[config.mk]
export PLATFORM = sky130hd
export DESIGN_NAME = fifo_rd_stream_adapter
export DESIGN_NICKNAME = d
export VERILOG_FILES = /design/src/rtl/fifo_rd_stream_adapter.sv
export SDC_FILE = /design/constraint.sdc
export NUM_CORES = 1
export LEC_CHECK = 0
export ABC_AREA = 0
export BUFFER_PORTS_ARGS = -buffer_cell sky130_fd_sc_hd__buf_4
export CAP_MARGIN = 30
export CORE_MARGIN = 4
export CORE_UTILIZATION = 55
export DETAILED_ROUTE_END_ITERATION = 12
export PLACE_DENSITY = 0.89
export SYNTH_ARGS = -nofsm -noshare
export SYNTH_HDL_FRONTEND = slang
export SYNTH_SLANG_ARGS = --single-unit
[constraint.sdc]
create_clock -name rd_clk -period 4.2 [get_ports rd_clk]
set_input_delay 0.42 -clock rd_clk [delete_from_list [all_inputs] [get_ports rd_clk]]
set_output_delay 0.42 -clock rd_clk [all_outputs]
set_load 0.01 [all_outputs]
[src/rtl/fifo_rd_stream_adapter.sv]
// Read-side consumer for the async FIFO: issues reads against a credit limit and
// buffers the one-cycle-latency read data into a valid/ready output stream.
module fifo_rd_stream_adapter #(
  parameter int DATA_WIDTH = 8,
  parameter int BUF_DEPTH  = 2,
  parameter int CNT_WIDTH  = 16
) (
  input  logic                             rd_clk,
  input  logic                             reset,
  input  logic                             fifo_empty,
  input  logic [DATA_WIDTH-1:0]            fifo_read_data,
  output logic                             fifo_read_en,
  output logic                             m_valid,
  input  logic                             m_ready,
  output logic [DATA_WIDTH-1:0]            m_data,
  output logic [$clog2(BUF_DEPTH+1)-1:0]   buf_count,
  output logic [CNT_WIDTH-1:0]             xfer_count
);

  localparam int OCC_W = $clog2(BUF_DEPTH + 1);
  localparam int IDX_W = $clog2(BUF_DEPTH);

  logic [DATA_WIDTH-1:0] buf_mem [BUF_DEPTH];
  logic [BUF_DEPTH-1:0]  wr_sel;

  logic [IDX_W-1:0]     rd_idx_reg, rd_idx_next;
  logic [IDX_W-1:0]     wr_idx_reg, wr_idx_next;
  logic [OCC_W-1:0]     occ_reg, occ_next;
  logic                 inflight_reg;
  logic [CNT_WIDTH-1:0] xfer_reg, xfer_next;

  logic                 pop;
  logic                 capture;
  logic [OCC_W:0]       credit_used;
  logic [OCC_W:0]       credit_limit;

  function automatic logic [IDX_W-1:0] idx_inc(input logic [IDX_W-1:0] idx);
    if (idx == IDX_W'(BUF_DEPTH - 1)) begin
      return '0;
    end
    return idx + 1'b1;
  endfunction

  assign pop     = m_valid && m_ready;
  assign capture = inflight_reg;

  // A read is allowed only if every word already owed to the buffer, plus this
  // one, still fits after this cycle's pop; that is why m_ready feeds read_en.
  assign credit_used  = {1'b0, occ_reg} + {{OCC_W{1'b0}}, inflight_reg};
  assign credit_limit = (OCC_W + 1)'(BUF_DEPTH) + {{OCC_W{1'b0}}, pop};
  assign fifo_read_en = !reset && !fifo_empty && (credit_used < credit_limit);

  assign m_valid    = (occ_reg != '0);
  assign m_data     = buf_mem[rd_idx_reg];
  assign buf_count  = occ_reg;
  assign xfer_count = xfer_reg;

  generate
    for (genvar gi = 0; gi < BUF_DEPTH; gi++) begin : g_wr_sel
      assign wr_sel[gi] = capture && (wr_idx_reg == IDX_W'(gi));
    end
  endgenerate

  always_comb begin
    rd_idx_next = rd_idx_reg;
    wr_idx_next = wr_idx_reg;
    occ_next    = occ_reg;
    xfer_next   = xfer_reg;
    if (capture) begin
      wr_idx_next = idx_inc(wr_idx_reg);
    end
    if (pop) begin
      rd_idx_next = idx_inc(rd_idx_reg);
      xfer_next   = xfer_reg + 1'b1;
    end
    case ({capture, pop})
      2'b10:   occ_next = occ_reg + 1'b1;
      2'b01:   occ_next = occ_reg - 1'b1;
      default: occ_next = occ_reg;
    endcase
  end

  // Entries are cleared on reset so m_data reads as zero before the first word.
  always_ff @(posedge rd_clk) begin
    if (reset) begin
      for (int i = 0; i < BUF_DEPTH; i++) begin
        buf_mem[i] <= '0;
      end
    end else begin
      for (int i = 0; i < BUF_DEPTH; i++) begin
        if (wr_sel[i]) begin
          buf_mem[i] <= fifo_read_data;
        end
      end
    end
  end

  always_ff @(posedge rd_clk) begin
    if (reset) begin
      rd_idx_reg   <= '0;
      wr_idx_reg   <= '0;
      occ_reg      <= '0;
      inflight_reg <= 1'b0;
      xfer_reg     <= '0;
    end else begin
      rd_idx_reg   <= rd_idx_next;
      wr_idx_reg   <= wr_idx_next;
      occ_reg      <= occ_next;
      inflight_reg <= fifo_read_en;
      xfer_reg     <= xfer_next;
    end
  end

endmodule
==> flow_summary.toml <==
[timing]
skew_ns = 0.00629
setup_violations = 0
min_period_ns = 2.41
tightest_slew_ns = 0.772
setup_ws_ns = 1.79
setup_tns_ns = 0
slew_violations = 0
period_share = 0.574
max-slew-margin-rel = 0.485
max_freq_ghz = 0.415
final-hold-violation-count = 0
rsz0062_at_grt = "false"

[synthesis]
synth_flop_cell = "dfxtp_1"
async_flop_share = 0
ys_ff_latch = 38
synth.distinct_cells = 30
synth.largest_area_cell = "edfxtp_1"
ys_warn_count = 0
ys_top_cells_by_count = "dfxtp_1, nor2_1, edfxtp_1"
synth_cells = 143
synth_edf_count = 16
synth_top_cell_area_share = 0.296
synth.most_common_cell = "dfxtp_1"
avgSynthCellArea_um2 = 11.3
syn_area_mm2 = 0.00162
yosys-top-cells-area = "edfxtp_1, dfxtp_1, mux2_2"
seq_area_frac_synth = 0.567
synth_nets = 159

[routing]
final_antenna_net_count = 0
drc = 0
wl_per_cell_um = 15.1
num_vias = 1204
vias_per_cell = 5.55
drt_iter0_drc = 49
drt_pre_antenna_iters = 4
routed_wirelength_um = 3270

[floorplan]
design.core.area_mm2 = 0.00278
num_io_pins = 40
die_w_um = 62.3
initial_utilization = 0.583
die_h_um = 62.3
design.die.area_mm2 = 0.00388
rows = 19

[cts]
cts_hold_buf = 0
cts_buffers = 5
cts_max_level = 2
clockRootBuffer = "clkbuf_4"
cts_repair_resize_count = 0
clk_pin_slew_ns = 0.11
cts_sinks = 38
clockBufferDepth = 2
clk_latency_ns = 0.34
tritoncts = "done"
post_cts.repair.setup_buffers = 0

[worst_setup_path]
critPathArrivalTime_ns = 1.99
start_kind = "flip-flop"
ff2ff_path_depth = 5
r2r_start = "buf_count[0]"
crit_type = "flip-flop to output port"
regToRegEndpoint = "buf_count[1]"
worst-r2r-setup-slack_ns = 2.35
path_max_fanout = 8
required_ns = 3.78
crit_path_end_kind = "output port"

[global_route]
grt_pass1_vias = 1228
grtUsageTotal = 0.180
gr-total-overflow = 0
grt_pass1_wl_um = 5530
grt_max_degree = 27
antenna_found_initial = 0

[status]
status = "finished clean"

[power_and_ir_drop]
power_density_mw_per_mm2 = 492
p_leak_nw = 0.836
irDropWorstVdd_uv = 364

[placed_design]
gp_congestion = 0.841
io_buffers = 39
dp_hpwl_um = 2250
dp_slack_ns = 2.31

[cells_and_area]
drive_above_1_share = 0.317
num_antenna_cells = 0
nets = 201
area_growth_pct = 26.4

[min_path]
hold_class = "primary input to flip-flop"
worstHoldStart = "fifo_empty"
whs_path_depth = 2
hold_path_end = "capture"

[job]
drv_cap = 0
## per-layer routing
| metal | up-vias | share of wire | track usage |
|---|---|---|---|
| met5 | - | 0 | 0 |
| met4 | 0 | 0.021 | 0.0875 |
| met3 | 8 | 0.065 | 0.0613 |
| met2 | 36 | 0.51 | 0.299 |
| met1 | 566 | 0.40 | 0.204 |
| li1 | 594 | - | - |
## cell usage in the layout, fill, tap and decap left out, types with 7 or more instances in the layout
cell / count
buf_4: 39
dfxtp_1: 22
xor2_1: 7
edfxtp_1: 16
and2_1: 8
nor2_1: 17
mux2_2: 8
xnor2_1: 9
nand2_1: 8
## where the power goes
group	switching [mW]	internal (mW)	total, mW	leakage (nW)
logic	0.0974	0.119	0.217	0.432
clock network	0.121	0.202	0.323	0.0585
registers	0.0432	0.426	0.469	0.346
total	0.262	0.747	1.01	0.836
## worst max path at each step
stage	from	to	slack (ns)	cells past startpoint
after detailed placement	buf_count[0]	fifo_read_en	2.31	5
after global routing	buf_count[0]	fifo_read_en	1.63	5
after floorplan	buf_count[0]	fifo_read_en	2.33	4
final	buf_count[0]	fifo_read_en	1.79	5
after CTS	buf_count[0]	fifo_read_en	1.77	5
after global placement	buf_count[0]	fifo_read_en	2.36	5
## cell type report
class | count | area (µm²)
multi-input cells | 99 | 679
clock buffers | 6 | 51.3
clock inverters | 2 | 60.1
repair buffers | 39 | 293
fillers | 186 | 731
flip-flops and latches | 38 | 921
inverters | 2 | 7.51
well taps | 31 | 38.8
## cells by family after synthesis
kind of cell    after synthesis  synth area share
compound gates               15            0.0640
xor+xnor                     16            0.0864
fa+ha+maj                     4            0.0308
buf+inv                       6            0.0139
flops                        38             0.567
mux                           8            0.0555
simple gates                 56             0.182
## per-stage QoR
stage	util	area, µm²	total power, mW	hold WS [ns]	cells
floorplan	-	1620	0.599	0.481	143
finish	0.737	2050	1.01	0.237	217
global route	0.737	2050	1.06	0.210	217
global placement	0.697	1940	0.681	0.465	209
detailed placement	0.697	1940	0.694	0.483	209
CTS	0.737	2050	1.02	0.223	217
## worst max-delay path, stage by stage, from the launching register on
cell and delay, ns:
dfxtp_1 0.56, ha_1 0.22, ha_1 0.22, o21ai_0 0.09, nor4b_1 0.36, buf_4 0.21
Note: power is estimated with default switching activity, not from simulation.
